[src/rtl/sram_port_ctrl_pkg.sv]
// Shared constants and types for the SRAM port controller and its response FIFO.
package sram_port_ctrl_pkg;

  localparam int unsigned SRAM_RD_LAT = 1;
  localparam int unsigned RSP_DEPTH   = 2;
  localparam int unsigned RSP_CW      = $clog2(RSP_DEPTH + 1);
  localparam int unsigned RSP_PW      = (RSP_DEPTH > 1) ? $clog2(RSP_DEPTH) : 1;

  // Side that wins the next read/write conflict.
  typedef enum logic {
    FAV_RD = 1'b0,
    FAV_WR = 1'b1
  } rr_fav_t;

endpackage

[src/rtl/sram_rsp_fifo.sv]
// Small synchronous response FIFO (RSP_DEPTH entries) with occupancy count.
// Simultaneous push and pop while full is allowed and leaves the count unchanged.
module sram_rsp_fifo
  import sram_port_ctrl_pkg::*;
#(
  parameter int unsigned W = 32
) (
  input  logic              clk,
  input  logic              rst,
  input  logic              push,
  input  logic              pop,
  input  logic [W-1:0]      din,
  output logic [W-1:0]      dout,
  output logic [RSP_CW-1:0] count
);

  logic [W-1:0]      mem [RSP_DEPTH];
  logic [RSP_PW-1:0] rptr;
  logic [RSP_PW-1:0] wptr;
  logic              do_push;
  logic              do_pop;

  function automatic logic [RSP_PW-1:0] next_ptr(input logic [RSP_PW-1:0] p);
    return (p == RSP_PW'(RSP_DEPTH - 1)) ? '0 : p + 1'b1;
  endfunction

  assign do_pop  = pop && (count != '0);
  assign do_push = push && ((count != RSP_CW'(RSP_DEPTH)) || do_pop);
  assign dout    = mem[rptr];

  always_ff @(posedge clk or posedge rst) begin
    if (rst) begin
      for (int unsigned i = 0; i < RSP_DEPTH; i++) mem[i] <= '0;
      rptr  <= '0;
      wptr  <= '0;
      count <= '0;
    end else begin
      if (do_push) begin
        mem[wptr] <= din;
        wptr      <= next_ptr(wptr);
      end
      if (do_pop) rptr <= next_ptr(rptr);
      count <= count + RSP_CW'(do_push) - RSP_CW'(do_pop);
    end
  end

endmodule

[src/rtl/sram_port_ctrl.sv]
// Arbitrates a write stream and a read-request stream onto one single-port SRAM and
// returns read data in order. Optional macro SRAM_RD_BYPASS_EN gives 1-cycle read latency.
module sram_port_ctrl
  import sram_port_ctrl_pkg::*;
#(
  parameter int unsigned WWORD = 32,
  parameter int unsigned WADDR = 5,
  parameter int unsigned DEPTH = 24
) (
  input  logic             clk,
  input  logic             rst,
  input  logic             wr_valid,
  output logic             wr_ready,
  input  logic [WADDR-1:0] wr_addr,
  input  logic [WWORD-1:0] wr_data,
  input  logic             rd_valid,
  output logic             rd_ready,
  input  logic [WADDR-1:0] rd_addr,
  output logic             rsp_valid,
  input  logic             rsp_ready,
  output logic [WWORD-1:0] rsp_data,
  output logic [WADDR-1:0] sram_a,
  output logic             sram_cen,
  output logic             sram_wen,
  output logic [WWORD-1:0] sram_d,
  input  logic [WWORD-1:0] sram_q,
  output logic             err_oob
);

  localparam int unsigned CW1 = RSP_CW + 1;

  rr_fav_t           fav;
  logic              pend;
  logic              pend_oob;
  logic [WADDR-1:0]  a_hold;
  logic [WWORD-1:0]  d_hold;

  logic              rd_oob;
  logic              wr_oob;
  logic              rd_ok;
  logic              rd_elig;
  logic              rd_fire;
  logic              wr_fire;
  logic              rsp_pop;
  logic [CW1-1:0]    credit;

  logic              fifo_push;
  logic              fifo_pop;
  logic [WWORD-1:0]  fifo_dout;
  logic [RSP_CW-1:0] fifo_count;
  logic [WWORD-1:0]  pend_data;

  assign rd_oob  = 32'(rd_addr) >= DEPTH;
  assign wr_oob  = 32'(wr_addr) >= DEPTH;
  assign rsp_pop = rsp_valid && rsp_ready;

  // Outstanding reads (buffered + in the SRAM cycle) less the one leaving this cycle.
  assign credit  = CW1'(fifo_count) + CW1'(pend) - CW1'(rsp_pop);
  assign rd_ok   = credit < CW1'(RSP_DEPTH);
  assign rd_elig = rd_valid && rd_ok;

  always_comb begin
    wr_fire = 1'b0;
    rd_fire = 1'b0;
    if (!rst) begin
      if (wr_valid && rd_elig) begin
        if (fav == FAV_RD) rd_fire = 1'b1;
        else               wr_fire = 1'b1;
      end else if (wr_valid) begin
        wr_fire = 1'b1;
      end else if (rd_elig) begin
        rd_fire = 1'b1;
      end
    end
  end

  assign wr_ready = wr_fire;
  assign rd_ready = rd_fire;

  // Out-of-range requests complete the handshake but never strobe the macro.
  assign sram_cen = !(rd_fire && !rd_oob);
  assign sram_wen = !(wr_fire && !wr_oob);
  assign sram_a   = rd_fire ? rd_addr : (wr_fire ? wr_addr : a_hold);
  assign sram_d   = wr_fire ? wr_data : d_hold;

  always_ff @(posedge clk or posedge rst) begin
    if (rst) begin
      fav      <= FAV_RD;
      pend     <= 1'b0;
      pend_oob <= 1'b0;
      a_hold   <= '0;
      d_hold   <= '0;
      err_oob  <= 1'b0;
    end else begin
      pend     <= rd_fire;
      pend_oob <= rd_fire && rd_oob;
      a_hold   <= sram_a;
      d_hold   <= sram_d;
      if ((rd_fire && rd_oob) || (wr_fire && wr_oob)) err_oob <= 1'b1;
      if (wr_valid && rd_elig) fav <= rd_fire ? FAV_WR : FAV_RD;
    end
  end

  assign pend_data = pend_oob ? '0 : sram_q;

`ifdef SRAM_RD_BYPASS_EN
  logic byp;
  // Empty FIFO: present the SRAM word directly and only buffer it if not taken.
  assign byp       = pend && (fifo_count == '0);
  assign rsp_valid = (fifo_count != '0) || pend;
  assign rsp_data  = byp ? pend_data : fifo_dout;
  assign fifo_push = pend && !(byp && rsp_ready);
  assign fifo_pop  = rsp_ready && (fifo_count != '0);
`else
  assign rsp_valid = fifo_count != '0;
  assign rsp_data  = fifo_dout;
  assign fifo_push = pend;
  assign fifo_pop  = rsp_pop;
`endif

  sram_rsp_fifo #(
    .W(WWORD)
  ) u_rsp_fifo (
    .clk  (clk),
    .rst  (rst),
    .push (fifo_push),
    .pop  (fifo_pop),
    .din  (pend_data),
    .dout (fifo_dout),
    .count(fifo_count)
  );

endmodule

[config.mk]
export PLATFORM = sky130hd
export DESIGN_NAME = sram_port_ctrl
export DESIGN_NICKNAME = d
export VERILOG_FILES = /design/src/rtl/sram_port_ctrl_pkg.sv /design/src/rtl/sram_rsp_fifo.sv /design/src/rtl/sram_port_ctrl.sv
export SDC_FILE = /design/constraint.sdc
export NUM_CORES = 1
export LEC_CHECK = 0
export BUFFER_PORTS_ARGS = -buffer_cell sky130_fd_sc_hd__buf_2
export CORE_MARGIN = 2
export CORE_UTILIZATION = 25
export DETAILED_ROUTE_END_ITERATION = 7
export GPL_ROUTABILITY_DRIVEN = 1
export GPL_TIMING_DRIVEN = 0
export MAX_ROUTING_LAYER = met4
export PLACE_DENSITY = 0.56
export SYNTH_ARGS = -nofsm -noshare
export SYNTH_HDL_FRONTEND = slang
export SYNTH_SLANG_ARGS = --single-unit
[constraint.sdc]
create_clock -name clk -period 6.67 [get_ports clk]
set_input_delay 1.6675 -clock clk [delete_from_list [all_inputs] [get_ports clk]]
set_output_delay 1.6675 -clock clk [all_outputs]
set_load 0.05 [all_outputs]
# Yosys cells after proc, flatten, opt, wreduce, memory -nomap -nowiden
# Cells that the tools add are included.
# Widths: inputs -> output; s select.
word_totals:
  elab_cells: 65
  reg_bits: 109
classes:
  order_cmp: 6
  add_sub_neg: 6
  eq_ne: 1
  n_reduce_logical: 17
  n_bitwise: 2
  mux: 22
ops:
  columns: ["cell", "count"]
  rows:
  - ["$mux 32", 6]
  - ["$bwmux 64", 1]
  - ["$demux 32 s1", 1]
  - ["$mux 1", 12]
  - ["$ge 5x5->1 const B", 2]
  - ["$logic_and 1x1->1", 10]
  - ["$mux 5", 2]
  - ["$ge 2x2->1 const B", 2]
  - ["$logic_not 1->1", 4]
  - ["$not 1->2", 2]
  - ["$add 2x1->3", 1]
  - ["$lt 3x2->1 const B", 1]
  - ["$sub 3x1->3", 1]
  - ["$add 1x1->1 const B", 2]
  - ["$add 2x1->2", 1]
  - ["$logic_or 1x1->1", 2]
  - ["$lt 2x1->1 const B", 1]
  - ["$ne 2x2->1 const B", 1]
  - ["$reduce_bool 2->1", 1]
  - ["$sub 2x1->2", 1]

# Depth between registers and ports, before layout
logic_depth:
  word_depth: 11
  mapped_depth: 13

# Hierarchy
# Synthesis repeated with hierarchy kept, for this count alone.
unflattened:
  hier_cells: 342
  hier_area_um2: 4983.5
by_module_without_submodules:
  columns: ["module", "n_inst", "area_per_inst_um2", "seq_area_each_um2", "cells_each"]
  rows:
  - ["sram_rsp_fifo", 1, 3071.7, 1701.6, 188]
  - ["sram_port_ctrl", 1, 1911.8, 1026.0, 154]

# Worst setup path after synthesis
# Ideal clock, no wire load.
synth_timing:
  kind: "input to output"
  startpoint: "input rsp_ready"
  endpoint: "output sram_a[0]"
  path_stages: 11
  required_time_ns: 5.003
  path_slack_ns: 0.719
  arrival_ns: 4.284
  cell_sequence: "and2_1 -> ha_1 -> inv_1 -> nand2_1 -> fa_1 -> nand3b_1 -> o21ai_1 -> buf_2 -> buf_4 -> mux2i_1 -> a21oi_1"
synth_via:
  elab_chain_cells: 9
synth_lines:
  columns: ["element", "line_no", "source"]
  rows:
  - ["start, declared", "sram_port_ctrl.sv:20", "input logic rsp_ready,"]
  - ["$logic_and 1x1->1 *", "sram_port_ctrl.sv:55", "assign rsp_pop = rsp_valid && rsp_ready;"]
  - ["$sub 3x1->3 *", "sram_port_ctrl.sv:58", "assign credit = CW1'(fifo_count) + CW1'(pend) - CW1'(rsp_pop);"]
  - ["$lt 3x2->1 *", "sram_port_ctrl.sv:59", "assign rd_ok = credit < CW1'(RSP_DEPTH);"]
  - ["$logic_and 1x1->1 *", "sram_port_ctrl.sv:60", "assign rd_elig = rd_valid && rd_ok;"]
  - ["$mux 1 / $logic_and 1x1->1 (equally long branches)", "sram_port_ctrl.sv:71, sram_port_ctrl.sv:66", null]
  - ["$mux 1, on equally long branches", "sram_port_ctrl.sv:69, sram_port_ctrl.sv:66", null]
  - ["$mux 1, on equally long branches", "sram_port_ctrl.sv:66, sram_port_ctrl.sv:65", null]
  - ["$mux 1 / $mux 5 (equally long branches)", "sram_port_ctrl.sv:65, sram_port_ctrl.sv:83", null]
  - ["$mux 5 *", "sram_port_ctrl.sv:83", "assign sram_a = rd_fire ? rd_addr : (wr_fire ? wr_addr : a_hold);"]
  - ["end, declared", "sram_port_ctrl.sv:22", "output logic [WADDR-1:0] sram_a,"]
# Every way passes the cells marked *; elsewhere a longest branch is shown, timed or not.

# Worst setup path after layout
layout_timing:
  startpoint: "input rsp_ready"
  endpoint: "output sram_a[3]"
# Same word-level chain as after synthesis.

==> results by group <==
Clocking
  – Clk slew on worst S/H paths: 70 ps
  – CTS max path bufs: 2
  – Hold buffers post-CTS: 0
  – Number of setup buffers added after CTS: 0
  – Clk_lat worst skew: 350 ps
  – Sink Count: 109
  – CTS tree: yes
  – Num CTS Buffers: 9
  – CTS-repair resized insts: 0
  – H-tree Lvls: 3
  – CTS root buf: clkbuf_16

Yosys
  – Post-synthesis cell count: 340
  – Syn_area_per_cell: 14.5 um^2
  – Syn nets: 423
  – Cell variety after synth: 26
  – Synth Register Bits: 109
  – Synth Cell Area: 4940 um^2
  – Post-synth EDFFs: 0
  – Async S/R FF share, synth: 100%
  – Sequential area share after synthesis: 55.2%
  – Prevailing post-synth register cell: dfrtp_1
  – Ys Warns: 0

Worst setup path
  – Peak fanout along the critical path: 10
  – Critical path capture point type: output pin
  – CP Launch Type: input port
  – WP data required: 5000 ps
  – Setup CP Type: in2out
  – Critical path data arrival time: 4370 ps
  – Flop2flop setup slack: 3560 ps

Routing
  – DRT iter0 DRCs: 37
  – Drc violations: 0
  – DRT Pass-1 Iters: 4
  – Aggregate routed wire length: 11.6 mm
  – Vias/cell: 4.10
  – DR WL/cell: 14.9 um
  – Vias: 3175
  – Detail Route Antenna Nets: 0

Worst hold path
  – Hold Crit Class: reg2reg

Finish
  – Fill count: 1994
  – Fin cells: 775
  – Commonest non-fill, non-tap cell in the layout: buf_2
  – # diodes: 0
  – Leading cell types in the layout, fill and taps excluded: buf_2, dfrtp_1, mux2_2, nor2b_1, mux2_4
  – Layout cells sized above 1: 61.2%
  – Post-layout instance area: 6400 um^2
  – Area growth syn-to-layout: 29.6%
  – Fin nets: 588

Placement
  – Placed inst area: 6070 um^2
  – IO Port Bufs: 153
  – Placed cell count: 759
  – Dpl hpwl: 8.42 mm
  – Routability cong.: 0.670

Timing
  – Minimum clock period: 6030 ps
  – Setup Skew: 5.78 ps
  – Fin crit share: 90.5%
  – Relative slew slack: 42.8%
  – F_max: 166 MHz
  – Setup violators final: 0
  – RSZ-0062 raised after global routing: no
  – Post-route setup TNS: 0 ps
  – Final Hold Fails: 0
  – Hold slack: 480 ps
  – Slew @ Worst Pin: 858 ps
  – Slew Limit Fails: 0

Floorplanning
  – FP Rows: 51
  – Die area: 20900 um^2
  – Initial Util: 25.5%
  – Die W: 145 um
  – Core box area: 19400 um^2
  – Die span in y: 145 um
  – I/O pin cnt: 154

GRT
  – Grt total ovfl: 0
  – First-pass GRT wire length: 18.2 mm
  – Largest net degree at the start of global routing: 64
  – GR Util All Layers: 11.9%
  – Vias in the first global route: 3578
  – Initial antenna violation count: 0

Outcome
  – Run status: finished, final reports clean

Pwr
  – Total power: 3.63 mW
  – Peak supply drop: 0.000299 V
  – Leak pwr: 3.09 nW
  – Power Dens Cells: 567 nW/um^2

Job
  – Max-Cap Viols: 0
-- per-stage QoR --
step | utilization [%] | setup WS (ps)
3_3_place_gp | 31.1 | 638
5_1_grt | 33.0 | 366
4_1_cts | 33.0 | 596
3_5_place_dp | 31.3 | 620
2_1_floorplan | - | 719
6_report | 33.0 | 635
-- sequential cells by signal, summed over array words and instances (netlist names) --
signal	count
fav	1
pend_oob	1
u_rsp_fifo.wptr	1
err_oob	1
u_rsp_fifo.mem	64
d_hold	32
fifo_push	1
a_hold	5
u_rsp_fifo.rptr	1
u_rsp_fifo.count	2
-- cell type report --
class	count	area (um^2)	share of cell area (%)
buffer	19	120	1.88
clock buffer	11	253	3.95
clock inverter	5	82.6	1.29
inverter	7	28.8	0.449
multi-input combinational	205	2070	32.3
sequential	109	2730	42.6
tap	265	332	5.18
timing repair buffer	154	793	12.4
-- per-layer routing --
layer	wire, um	GRT usage, %	vias up
met5	0	-	-
met4	206	4.75	0
met3	662	2.65	13
met2	5770	20.0	104
met1	4930	13.7	1560
li1	-	-	1498
-- worst max-delay path, stage by stage --
cell,delay (ps)
buf_2,110
and2_1,160
ha_1,270
inv_1,70
nand2_1,60
fa_1,540
nand3b_1,120
o21ai_1,220
buf_2,280
buf_4,250
mux2i_1,90
a21oi_1,210
buf_2,310
-- path summary, 6_finish.rpt --
check                                    start           endpoint  cells past startpoint
max in group asynchronous                  rst  u_rsp_fifo.mem[0]                      3
min in group asynchronous                  rst         d_hold[25]                      2
min                                    err_oob            err_oob                      1
max reg2reg                u_rsp_fifo.count[1]         d_hold[30]                     12
max                                  rsp_ready          sram_a[3]                     13
min reg2reg                            err_oob            err_oob                      1
-- Yosys cell counts, types with 5 or more instances --
cell | n | area [um^2]
a21oi_1 | 6 | 30.0
clkbuf_1 | 8 | 30.0
dfrtp_1 | 109 | 2730
inv_1 | 6 | 22.5
mux2_2 | 98 | 1100
mux2_4 | 30 | 450
mux2i_1 | 5 | 50.1
nand2_1 | 7 | 26.3
nor2_1 | 8 | 30.0
nor2b_1 | 33 | 206
-- logic make-up (layout without fill, tap and decap cells) --
family	count (synthesis)	after routing	share of synthesized area (%)
multiplexers	133	133	32.5
flip-flops	109	109	55.2
AND/OR/NAND/NOR	54	54	6.26
buffers and inverters	26	196	2.96
AO/OA/AOI/OAI	9	9	1.06
XOR/XNOR	5	5	0.886
adder cells (fa/ha/maj)	4	4	1.16
-- power breakdown --
group	leakage (nW)	switching [mW]	internal, mW	total (mW)
clock	0.154	0.247	0.350	0.597
sequential	1.33	0.126	0.950	1.08
combinational	1.61	1.30	0.661	1.96
total	3.09	1.67	1.96	3.63
Power figures use the tool's default switching activity.
